### src/rtl/issp_engine.sv
// issp_engine: parametrised Cypress M8C ISSP serial engine (POR, power-off, vector shift, exec).
// Optional macro ISSP_TIMEOUT_EN bounds the SDATA-low waits and reports aborts on error.
module issp_engine #(
    parameter int VEC_WIDTH   = 22,
    parameter int HALF_CYC    = 6,
    parameter int POR_WAIT    = 36000,
    parameter int EXEC_CLOCKS = 40,
    parameter int ZERO_CLOCKS = 40,
    parameter int TIMEOUT_CYC = 2400000
) (
    input  logic                 osc,
    input  logic                 rst,
    input  logic [2:0]           cmd,
    input  logic                 cmd_valid,
    input  logic [VEC_WIDTH-1:0] vector,
    input  logic [VEC_WIDTH-1:0] input_mask,
    output logic [VEC_WIDTH-1:0] rx_vector,
    output logic                 busy,
    output logic                 done,
    output logic                 error,
    output logic [3:0]           state_dbg,
    input  logic                 sdata_in,
    output logic                 sdata_out,
    output logic                 sdata_oe,
    output logic                 sclk_out,
    output logic                 sclk_oe,
    output logic                 vdd_en
);

    localparam int DLY_MAX0 = (POR_WAIT > HALF_CYC) ? POR_WAIT : HALF_CYC;
    localparam int DLY_MAX  = (TIMEOUT_CYC > DLY_MAX0) ? TIMEOUT_CYC : DLY_MAX0;
    localparam int DLY_W    = $clog2(DLY_MAX + 1);
    localparam int BIT_W    = (VEC_WIDTH > 1) ? $clog2(VEC_WIDTH) : 1;
    localparam int PLS_MAX  = (EXEC_CLOCKS > ZERO_CLOCKS) ? EXEC_CLOCKS : ZERO_CLOCKS;
    localparam int PLS_W    = $clog2(PLS_MAX + 1);

    localparam logic [DLY_W-1:0] DLY_ZERO  = {DLY_W{1'b0}};
    localparam logic [DLY_W-1:0] DLY_ONE   = DLY_W'(1);
    localparam logic [DLY_W-1:0] HALF_LAST = DLY_W'(HALF_CYC - 1);
    localparam logic [DLY_W-1:0] POR_LAST  = DLY_W'(POR_WAIT - 1);
    localparam logic [PLS_W-1:0] PLS_ZERO  = {PLS_W{1'b0}};
    localparam logic [PLS_W-1:0] PLS_ONE   = PLS_W'(1);
    localparam logic [PLS_W-1:0] EXEC_LAST = PLS_W'(EXEC_CLOCKS - 1);
    localparam logic [PLS_W-1:0] ZERO_LAST = PLS_W'(ZERO_CLOCKS - 1);
    localparam logic [BIT_W-1:0] BIT_ZERO  = {BIT_W{1'b0}};
    localparam logic [BIT_W-1:0] BIT_ONE   = BIT_W'(1);
    localparam logic [BIT_W-1:0] BIT_TOP   = BIT_W'(VEC_WIDTH - 1);

    localparam logic [2:0] CMD_POR     = 3'd1;
    localparam logic [2:0] CMD_PWROFF  = 3'd2;
    localparam logic [2:0] CMD_SENDVEC = 3'd3;
    localparam logic [2:0] CMD_EXEC    = 3'd4;

    typedef enum logic [3:0] {
        ST_IDLE         = 4'd0,
        ST_POR_WAIT     = 4'd1,
        ST_WAIT_LO      = 4'd2,
        ST_SHIFT_LO     = 4'd3,
        ST_SHIFT_HI     = 4'd4,
        ST_SHIFT_END    = 4'd5,
        ST_EXEC_PRE_LO  = 4'd6,
        ST_EXEC_PRE_HI  = 4'd7,
        ST_EXEC_POLL_LO = 4'd8,
        ST_EXEC_POLL_HI = 4'd9,
        ST_EXEC_ZERO_LO = 4'd10,
        ST_EXEC_ZERO_HI = 4'd11,
        ST_FINISH       = 4'd12
    } state_t;

    state_t               state_r, state_s;
    logic [DLY_W-1:0]     dly_r, dly_s;
    logic [BIT_W-1:0]     bit_r, bit_s;
    logic [PLS_W-1:0]     pls_r, pls_s;
    logic [VEC_WIDTH-1:0] vec_r, vec_s, mask_r, mask_s, rx_r, rx_s;
    logic busy_r, busy_s, done_r, done_s, error_r, error_s;
    logic sdo_r, sdo_s, sdoe_r, sdoe_s, sclk_r, sclk_s, sclkoe_r, sclkoe_s, vdd_r, vdd_s;
    logic fin_s, lo_s, half_s, tmo_hit_s;

`ifdef ISSP_TIMEOUT_EN
    localparam int TMO_W = $clog2(TIMEOUT_CYC + 1);
    localparam logic [TMO_W-1:0] TMO_LAST = TMO_W'(TIMEOUT_CYC - 1);
    logic [TMO_W-1:0] tmo_r;

    // Cycles spent in the current SDATA-low wait; zero on entry to any wait state.
    always_ff @(posedge osc) begin
        if (rst) begin
            tmo_r <= {TMO_W{1'b0}};
        end else if ((state_r == ST_WAIT_LO) || (state_r == ST_EXEC_POLL_LO) ||
                     (state_r == ST_EXEC_POLL_HI)) begin
            tmo_r <= tmo_r + TMO_W'(1);
        end else begin
            tmo_r <= {TMO_W{1'b0}};
        end
    end

    assign tmo_hit_s = (tmo_r == TMO_LAST);
`else
    assign tmo_hit_s = 1'b0;
`endif

    // Next-state and next-output logic; every output is registered from these values.
    always_comb begin
        state_s  = state_r;
        dly_s    = dly_r + DLY_ONE;
        bit_s    = bit_r;
        pls_s    = pls_r;
        vec_s    = vec_r;
        mask_s   = mask_r;
        rx_s     = rx_r;
        busy_s   = busy_r;
        done_s   = 1'b0;
        error_s  = error_r;
        sdo_s    = sdo_r;
        sdoe_s   = sdoe_r;
        sclk_s   = sclk_r;
        sclkoe_s = sclkoe_r;
        vdd_s    = vdd_r;
        fin_s    = 1'b0;
        lo_s     = 1'b0;
        half_s   = (dly_r == HALF_LAST);
        case (state_r)
            ST_IDLE, ST_FINISH: begin
                state_s = ST_IDLE;
                busy_s  = 1'b0;
                dly_s   = DLY_ZERO;
                if (cmd_valid && !busy_r) begin
                    case (cmd)
                        CMD_POR: begin
                            state_s  = ST_POR_WAIT;
                            busy_s   = 1'b1;
                            error_s  = 1'b0;
                            vdd_s    = 1'b1;
                            sclkoe_s = 1'b0;
                            sclk_s   = 1'b0;
                            sdoe_s   = 1'b0;
                            vec_s    = vector;
                            mask_s   = {VEC_WIDTH{1'b0}};
                        end
                        CMD_PWROFF: begin
                            error_s  = 1'b0;
                            vdd_s    = 1'b0;
                            sclkoe_s = 1'b0;
                            fin_s    = 1'b1;
                        end
                        CMD_SENDVEC: begin
                            busy_s   = 1'b1;
                            error_s  = 1'b0;
                            vec_s    = vector;
                            mask_s   = input_mask;
                            sclkoe_s = 1'b1;
                            bit_s    = BIT_TOP;
                            lo_s     = 1'b1;
                        end
                        CMD_EXEC: begin
                            state_s  = ST_EXEC_PRE_LO;
                            busy_s   = 1'b1;
                            error_s  = 1'b0;
                            sclkoe_s = 1'b1;
                            sclk_s   = 1'b0;
                            sdoe_s   = 1'b0;
                            pls_s    = PLS_ZERO;
                        end
                        default: state_s = ST_IDLE;
                    endcase
                end else begin
                    state_s = ST_IDLE;
                end
            end
            ST_POR_WAIT: begin
                if (dly_r == POR_LAST) begin
                    state_s  = ST_WAIT_LO;
                    sclkoe_s = 1'b1;
                    sclk_s   = 1'b0;
                end else begin
                    state_s = ST_POR_WAIT;
                end
            end
            ST_WAIT_LO: begin
                if (!sdata_in) begin
                    bit_s = BIT_TOP;
                    lo_s  = 1'b1;
                end else if (tmo_hit_s) begin
                    error_s = 1'b1;
                    fin_s   = 1'b1;
                end else begin
                    state_s = ST_WAIT_LO;
                end
            end
            ST_SHIFT_LO: begin
                if (half_s) begin
                    state_s = ST_SHIFT_HI;
                    dly_s   = DLY_ZERO;
                    sclk_s  = 1'b1;
                end else begin
                    state_s = ST_SHIFT_LO;
                end
            end
            ST_SHIFT_HI: begin
                if (half_s) begin
                    if (mask_r[bit_r]) begin
                        rx_s[bit_r] = sdata_in;
                    end else begin
                        rx_s = rx_r;
                    end
                    if (bit_r == BIT_ZERO) begin
                        state_s = ST_SHIFT_END;
                        dly_s   = DLY_ZERO;
                        sclk_s  = 1'b0;
                    end else begin
                        bit_s = bit_r - BIT_ONE;
                        lo_s  = 1'b1;
                    end
                end else begin
                    state_s = ST_SHIFT_HI;
                end
            end
            ST_SHIFT_END: begin
                if (half_s) begin
                    fin_s = 1'b1;
                end else begin
                    state_s = ST_SHIFT_END;
                end
            end
            ST_EXEC_PRE_LO, ST_EXEC_ZERO_LO: begin
                if (half_s) begin
                    state_s = (state_r == ST_EXEC_PRE_LO) ? ST_EXEC_PRE_HI : ST_EXEC_ZERO_HI;
                    dly_s   = DLY_ZERO;
                    sclk_s  = 1'b1;
                end else begin
                    state_s = state_r;
                end
            end
            ST_EXEC_PRE_HI: begin
                if (half_s) begin
                    dly_s  = DLY_ZERO;
                    sclk_s = 1'b0;
                    if (pls_r == EXEC_LAST) begin
                        state_s = ST_EXEC_POLL_LO;
                        pls_s   = PLS_ZERO;
                    end else begin
                        state_s = ST_EXEC_PRE_LO;
                        pls_s   = pls_r + PLS_ONE;
                    end
                end else begin
                    state_s = ST_EXEC_PRE_HI;
                end
            end
            ST_EXEC_POLL_LO: begin
                if (tmo_hit_s) begin
                    error_s = 1'b1;
                    fin_s   = 1'b1;
                end else if (half_s) begin
                    state_s = ST_EXEC_POLL_HI;
                    dly_s   = DLY_ZERO;
                    sclk_s  = 1'b1;
                end else begin
                    state_s = ST_EXEC_POLL_LO;
                end
            end
            ST_EXEC_POLL_HI: begin
                if (tmo_hit_s) begin
                    error_s = 1'b1;
                    fin_s   = 1'b1;
                end else if (half_s) begin
                    dly_s  = DLY_ZERO;
                    sclk_s = 1'b0;
                    // Target pulled SDATA low: hold it low ourselves for the trailing pulses.
                    if (!sdata_in) begin
                        state_s = ST_EXEC_ZERO_LO;
                        sdoe_s  = 1'b1;
                        sdo_s   = 1'b0;
                        pls_s   = PLS_ZERO;
                    end else begin
                        state_s = ST_EXEC_POLL_LO;
                    end
                end else begin
                    state_s = ST_EXEC_POLL_HI;
                end
            end
            ST_EXEC_ZERO_HI: begin
                if (half_s) begin
                    dly_s  = DLY_ZERO;
                    sclk_s = 1'b0;
                    if (pls_r == ZERO_LAST) begin
                        fin_s = 1'b1;
                    end else begin
                        state_s = ST_EXEC_ZERO_LO;
                        pls_s   = pls_r + PLS_ONE;
                    end
                end else begin
                    state_s = ST_EXEC_ZERO_HI;
                end
            end
            default: state_s = ST_IDLE;
        endcase
        if (fin_s) begin
            state_s = ST_FINISH;
            busy_s  = 1'b0;
            done_s  = 1'b1;
            sdoe_s  = 1'b0;
            sdo_s   = 1'b0;
            sclk_s  = 1'b0;
        end else if (lo_s) begin
            state_s = ST_SHIFT_LO;
            dly_s   = DLY_ZERO;
            sclk_s  = 1'b0;
            sdoe_s  = ~mask_s[bit_s];
            sdo_s   = vec_s[bit_s];
        end else begin
            done_s = 1'b0;
        end
    end

    // State and output registers.
    always_ff @(posedge osc) begin
        if (rst) begin
            state_r  <= ST_IDLE;
            dly_r    <= DLY_ZERO;
            bit_r    <= BIT_ZERO;
            pls_r    <= PLS_ZERO;
            vec_r    <= {VEC_WIDTH{1'b0}};
            mask_r   <= {VEC_WIDTH{1'b0}};
            rx_r     <= {VEC_WIDTH{1'b0}};
            busy_r   <= 1'b0;
            done_r   <= 1'b0;
            error_r  <= 1'b0;
            sdo_r    <= 1'b0;
            sdoe_r   <= 1'b0;
            sclk_r   <= 1'b0;
            sclkoe_r <= 1'b0;
            vdd_r    <= 1'b0;
        end else begin
            state_r  <= state_s;
            dly_r    <= dly_s;
            bit_r    <= bit_s;
            pls_r    <= pls_s;
            vec_r    <= vec_s;
            mask_r   <= mask_s;
            rx_r     <= rx_s;
            busy_r   <= busy_s;
            done_r   <= done_s;
            error_r  <= error_s;
            sdo_r    <= sdo_s;
            sdoe_r   <= sdoe_s;
            sclk_r   <= sclk_s;
            sclkoe_r <= sclkoe_s;
            vdd_r    <= vdd_s;
        end
    end

    assign rx_vector = rx_r;
    assign busy      = busy_r;
    assign done      = done_r;
    assign error     = error_r;
    assign state_dbg = state_r;
    assign sdata_out = sdo_r;
    assign sdata_oe  = sdoe_r;
    assign sclk_out  = sclk_r;
    assign sclk_oe   = sclkoe_r;
    assign vdd_en    = vdd_r;

endmodule
### config.mk
export PLATFORM = sky130hd
export DESIGN_NAME = issp_engine
export DESIGN_NICKNAME = d
export VERILOG_FILES = /design/src/rtl/issp_engine.sv
export SDC_FILE = /design/constraint.sdc
export NUM_CORES = 1
export LEC_CHECK = 0
export ABC_AREA = 0
export CAP_MARGIN = 20
export CORE_ASPECT_RATIO = 1.4
export CORE_MARGIN = 2
export CORE_UTILIZATION = 55
export CTS_CLUSTER_DIAMETER = 30
export CTS_CLUSTER_SIZE = 25
export DETAILED_ROUTE_END_ITERATION = 10
export HOLD_SLACK_MARGIN = 0.02
export PLACE_DENSITY = 0.9
export SLEW_MARGIN = 20
export SYNTH_ARGS = -nofsm -noshare
export SYNTH_HDL_FRONTEND = slang
export SYNTH_SLANG_ARGS = --single-unit
export TNS_END_PERCENT = 10
### constraint.sdc
create_clock -name osc -period 9.1 [get_ports osc]
set_input_delay 0.91 -clock osc [delete_from_list [all_inputs] [get_ports osc]]
set_output_delay 0.91 -clock osc [all_outputs]
set_load 0.1 [all_outputs]
==> run metrics <==
grt ovf 0; Startpoint Class input pin; syn nets 887; cts bufs inserted 9; die area 12480 µm²; clk sinks 110; Post-Syn Area per Cell 7.699 µm²; Max Clk Rate 0.2413 GHz; root buf cell clkbuf_16; WP data arrival 4.41 ns; number of flops mapped to enable cells by yosys 0; Critical Path Max Stage Delay 1.11 ns; Synth Flop Type dfxtp_1; # IOs 85; post-synth cell types 74; delay-heaviest family, CP buffers and inverters; Tcrit/Tclk final 45.54%; CTS clk-pin slew, worst paths 0.08 ns; core outline area 11340 µm²; Pwr per Cell Area 225.2 nW/µm²; Die Span X 94.99 µm; post-DP HPWL 11660 µm; drt via density 6.290; CP cell instances clkdlybuf4s50_1, inv_1, o21ai_1, o21ai_2, nor2_1, a221oi_1, mux2_2, a211oi_1, nor4_1, a311oi_1; Ys Warns 0; total wire length 16780 µm; Req. time, crit path 9.36 ns; starting density of the core 56.22%; final setup margin 4.956 ns; NumNets Final 924; post-DR wirelength/cell 16.55 µm; Synth top area share 34.54%; max-cap violation count 0; RSZ-0062 raised after global routing no; hold-fix buffer count after cts 0; die height 131.4 µm; largest net degree at the start of global routing 80; CTS resizes 0; Via Count 6378; TritonCTS clock tree yes; fin crit period 4.144 ns; post-CTS setup buffers 0; fraction of layout cells with a size suffix above 1 6.207%; CP max stage cell clkdlybuf4s50_1; Yosys reg bits 110; Final Util 65.78%; Final setup violation count 0; Worst VDD drop 0.0001669 V; FP Rows 46; GR Util All Layers 27.56%; sequential share of the synthesized area 34.54%; CP Class in2reg; Static Leak 2.488 nW; status finished clean; largest area contributor in the netlist dfxtp_1; initial drt markers 645; critical path fanouts, max 27; first-pass GRT wire length 28190 µm; Area Overhead vs Synth 17.00%; drt drc 0; HP Class reg2reg; post-route setup TNS 0 ns; Fin. Hold Viols 0; routability cong. 0.9404; ys async rst share 0%; TritonRoute pass-1 iters 7; worst slew pin tran 1.049 ns; clk_skew 0.009436 ns; max-slew violations 0; remaining antenna violation count after routing 0; input/output buffers 83; cells after synthesis 828; antenna cells 0; Buf/Inv on CP 2; H-tree Lvls 3; Area contributors post-synth dfxtp_1, nand2_1, a21oi_1, nor2_1, nand3_1; CTS Buffer Depth 2; number of global-route vias before repair 5932; dpl ws 4.733 ns; Slew HR 29.90%; Syn Std Cell Area 6375 µm²; worst-skew pair later-pin latency 0.35 ns; initial antenna violation count 0; Setup crit end kind register
-- flip-flops by register name (all words and copies together), names as in the netlist --
signal / count
pls_r: 6
bit_r: 5
sdata_oe: 1
done: 1
dly_r: 22
mask_r: 22
state_dbg: 4
busy: 1
vdd_en: 1
rx_vector: 22
vec_r: 22
sclk_out: 1
sdata_out: 1
sclk_oe: 1
-- final timing paths --
path                      from            to  slack, ns  depth (start not counted)
setup / recovery      sdata_in     sdata_out       4.96                         10
hold reg to reg   rx_vector[8]  rx_vector[8]       0.46                          2
hold / removal    rx_vector[8]  rx_vector[8]       0.46                          2
setup reg to reg      bit_r[0]     sdata_out       5.18                         12
-- area by class of cell --
| cell class | instances | area (µm²) |
|---|---|---|
| multi-input cells | 638 | 3819 |
| clock buffers | 10 | 229.0 |
| repair buffers | 93 | 900.9 |
| inverters | 13 | 48.80 |
| well taps | 144 | 180.2 |
| flip-flops and latches | 110 | 2202 |
| fillers | 922 | 3880 |
| clock inverters | 6 | 78.83 |
-- through the flow --
| stage | cell area (µm²) | std cells | total power [mW] | hold slack [ns] |
|---|---|---|---|---|
| final | 7458 | 1014 | 1.680 | 0.4570 |
| after global routing | 7458 | 1014 | 1.770 | 0.4840 |
| after CTS | 7458 | 1014 | 1.674 | 0.4594 |
| after detailed placement | 7151 | 998 | 1.269 | 0.4487 |
| after global placement | 7151 | 998 | 1.260 | 0.4470 |
| after floorplan | 6375 | 828 | 1.110 | 0.4366 |
-- power by group --
part           switching [mW]  internal [mW]  total (mW)  leakage, nW
combinational           0.466          0.233       0.698         1.45
clock                   0.189          0.220       0.408        0.145
sequential             0.0570          0.516       0.573        0.889
-- cells by family after synthesis --
family / after synthesis / share of synthesized area (%)
adder cells (fa/ha/maj): 8 / 1.570
multiplexers: 23 / 4.711
AND/OR/NAND/NOR: 364 / 26.93
flip-flops: 110 / 34.54
AO/OA/AOI/OAI: 217 / 23.04
other: 1 / 0.05882
XOR/XNOR: 25 / 3.435
buffers and inverters: 80 / 5.711
-- cells in the final DEF (no fill, tap or decap), types with 4 or more instances in the layout --
cell | synthesis | layout
nor4_1 | 7 | 7
nor2_1 | 91 | 91
a211oi_1 | 5 | 5
or3_1 | 7 | 7
nor2b_1 | 11 | 11
a221o_1 | 5 | 5
a211o_1 | 5 | 5
o21ai_0 | 32 | 31
a221oi_1 | 8 | 8
and2_1 | 5 | 5
dfxtp_1 | 110 | 110
a32oi_1 | 4 | 4
nor3_1 | 19 | 19
ha_1 | 8 | 8
a311oi_1 | 4 | 4
xnor2_1 | 12 | 12
o31ai_1 | 4 | 4
mux2_2 | 6 | 6
a21oi_1 | 70 | 70
nand3_1 | 47 | 47
a21o_1 | 6 | 6
nand2_1 | 131 | 131
a22oi_1 | 27 | 27
clkdlybuf4s50_1 | 0 | 82
inv_1 | 13 | 13
nand4_1 | 13 | 13
clkbuf_16 | 0 | 9
nor4b_1 | 4 | 4
nand2b_1 | 6 | 6
buf_4 | 4 | 10
mux2i_1 | 12 | 12
mux4_2 | 5 | 5
a22o_1 | 6 | 6
a31oi_1 | 8 | 8
xor2_1 | 13 | 13
-- routing by layer --
metal / GRT usage (%) / vias to the layer above / part of all wire [%]
met2: 46.06 / 309 / 51
met5: 0 / - / 0
met1: 34.35 / 2950 / 39
met3: 4.186 / 54 / 6.1
met4: 12.56 / 0 / 3.6
li1: - / 3065 / -
-- cells in the mapped netlist, types with 11 or more instances --
master,count
xor2_1,13
xnor2_1,12
nor3_1,19
mux2i_1,12
inv_1,13
dfxtp_1,110
clkbuf_1,51
nand2_1,131
a22oi_1,27
nand4_1,13
nand3_1,47
nor2b_1,11
a21oi_1,70
o21ai_0,32
nor2_1,91
-- worst reg2reg max path: stages, from the launching register on --
cell,delay (ns)
dfxtp_1,0.31
inv_1,0.43
ha_1,0.28
nor4b_1,0.47
and4bb_1,0.33
a21oi_2,0.64
a211oi_2,0.16
buf_4,0.26
nand3_1,0.12
nand3_1,0.08
mux2_2,0.28
a2111oi_2,0.36
a311oi_1,0.09
No activity file was read; power rests on OpenSTA's default activity.
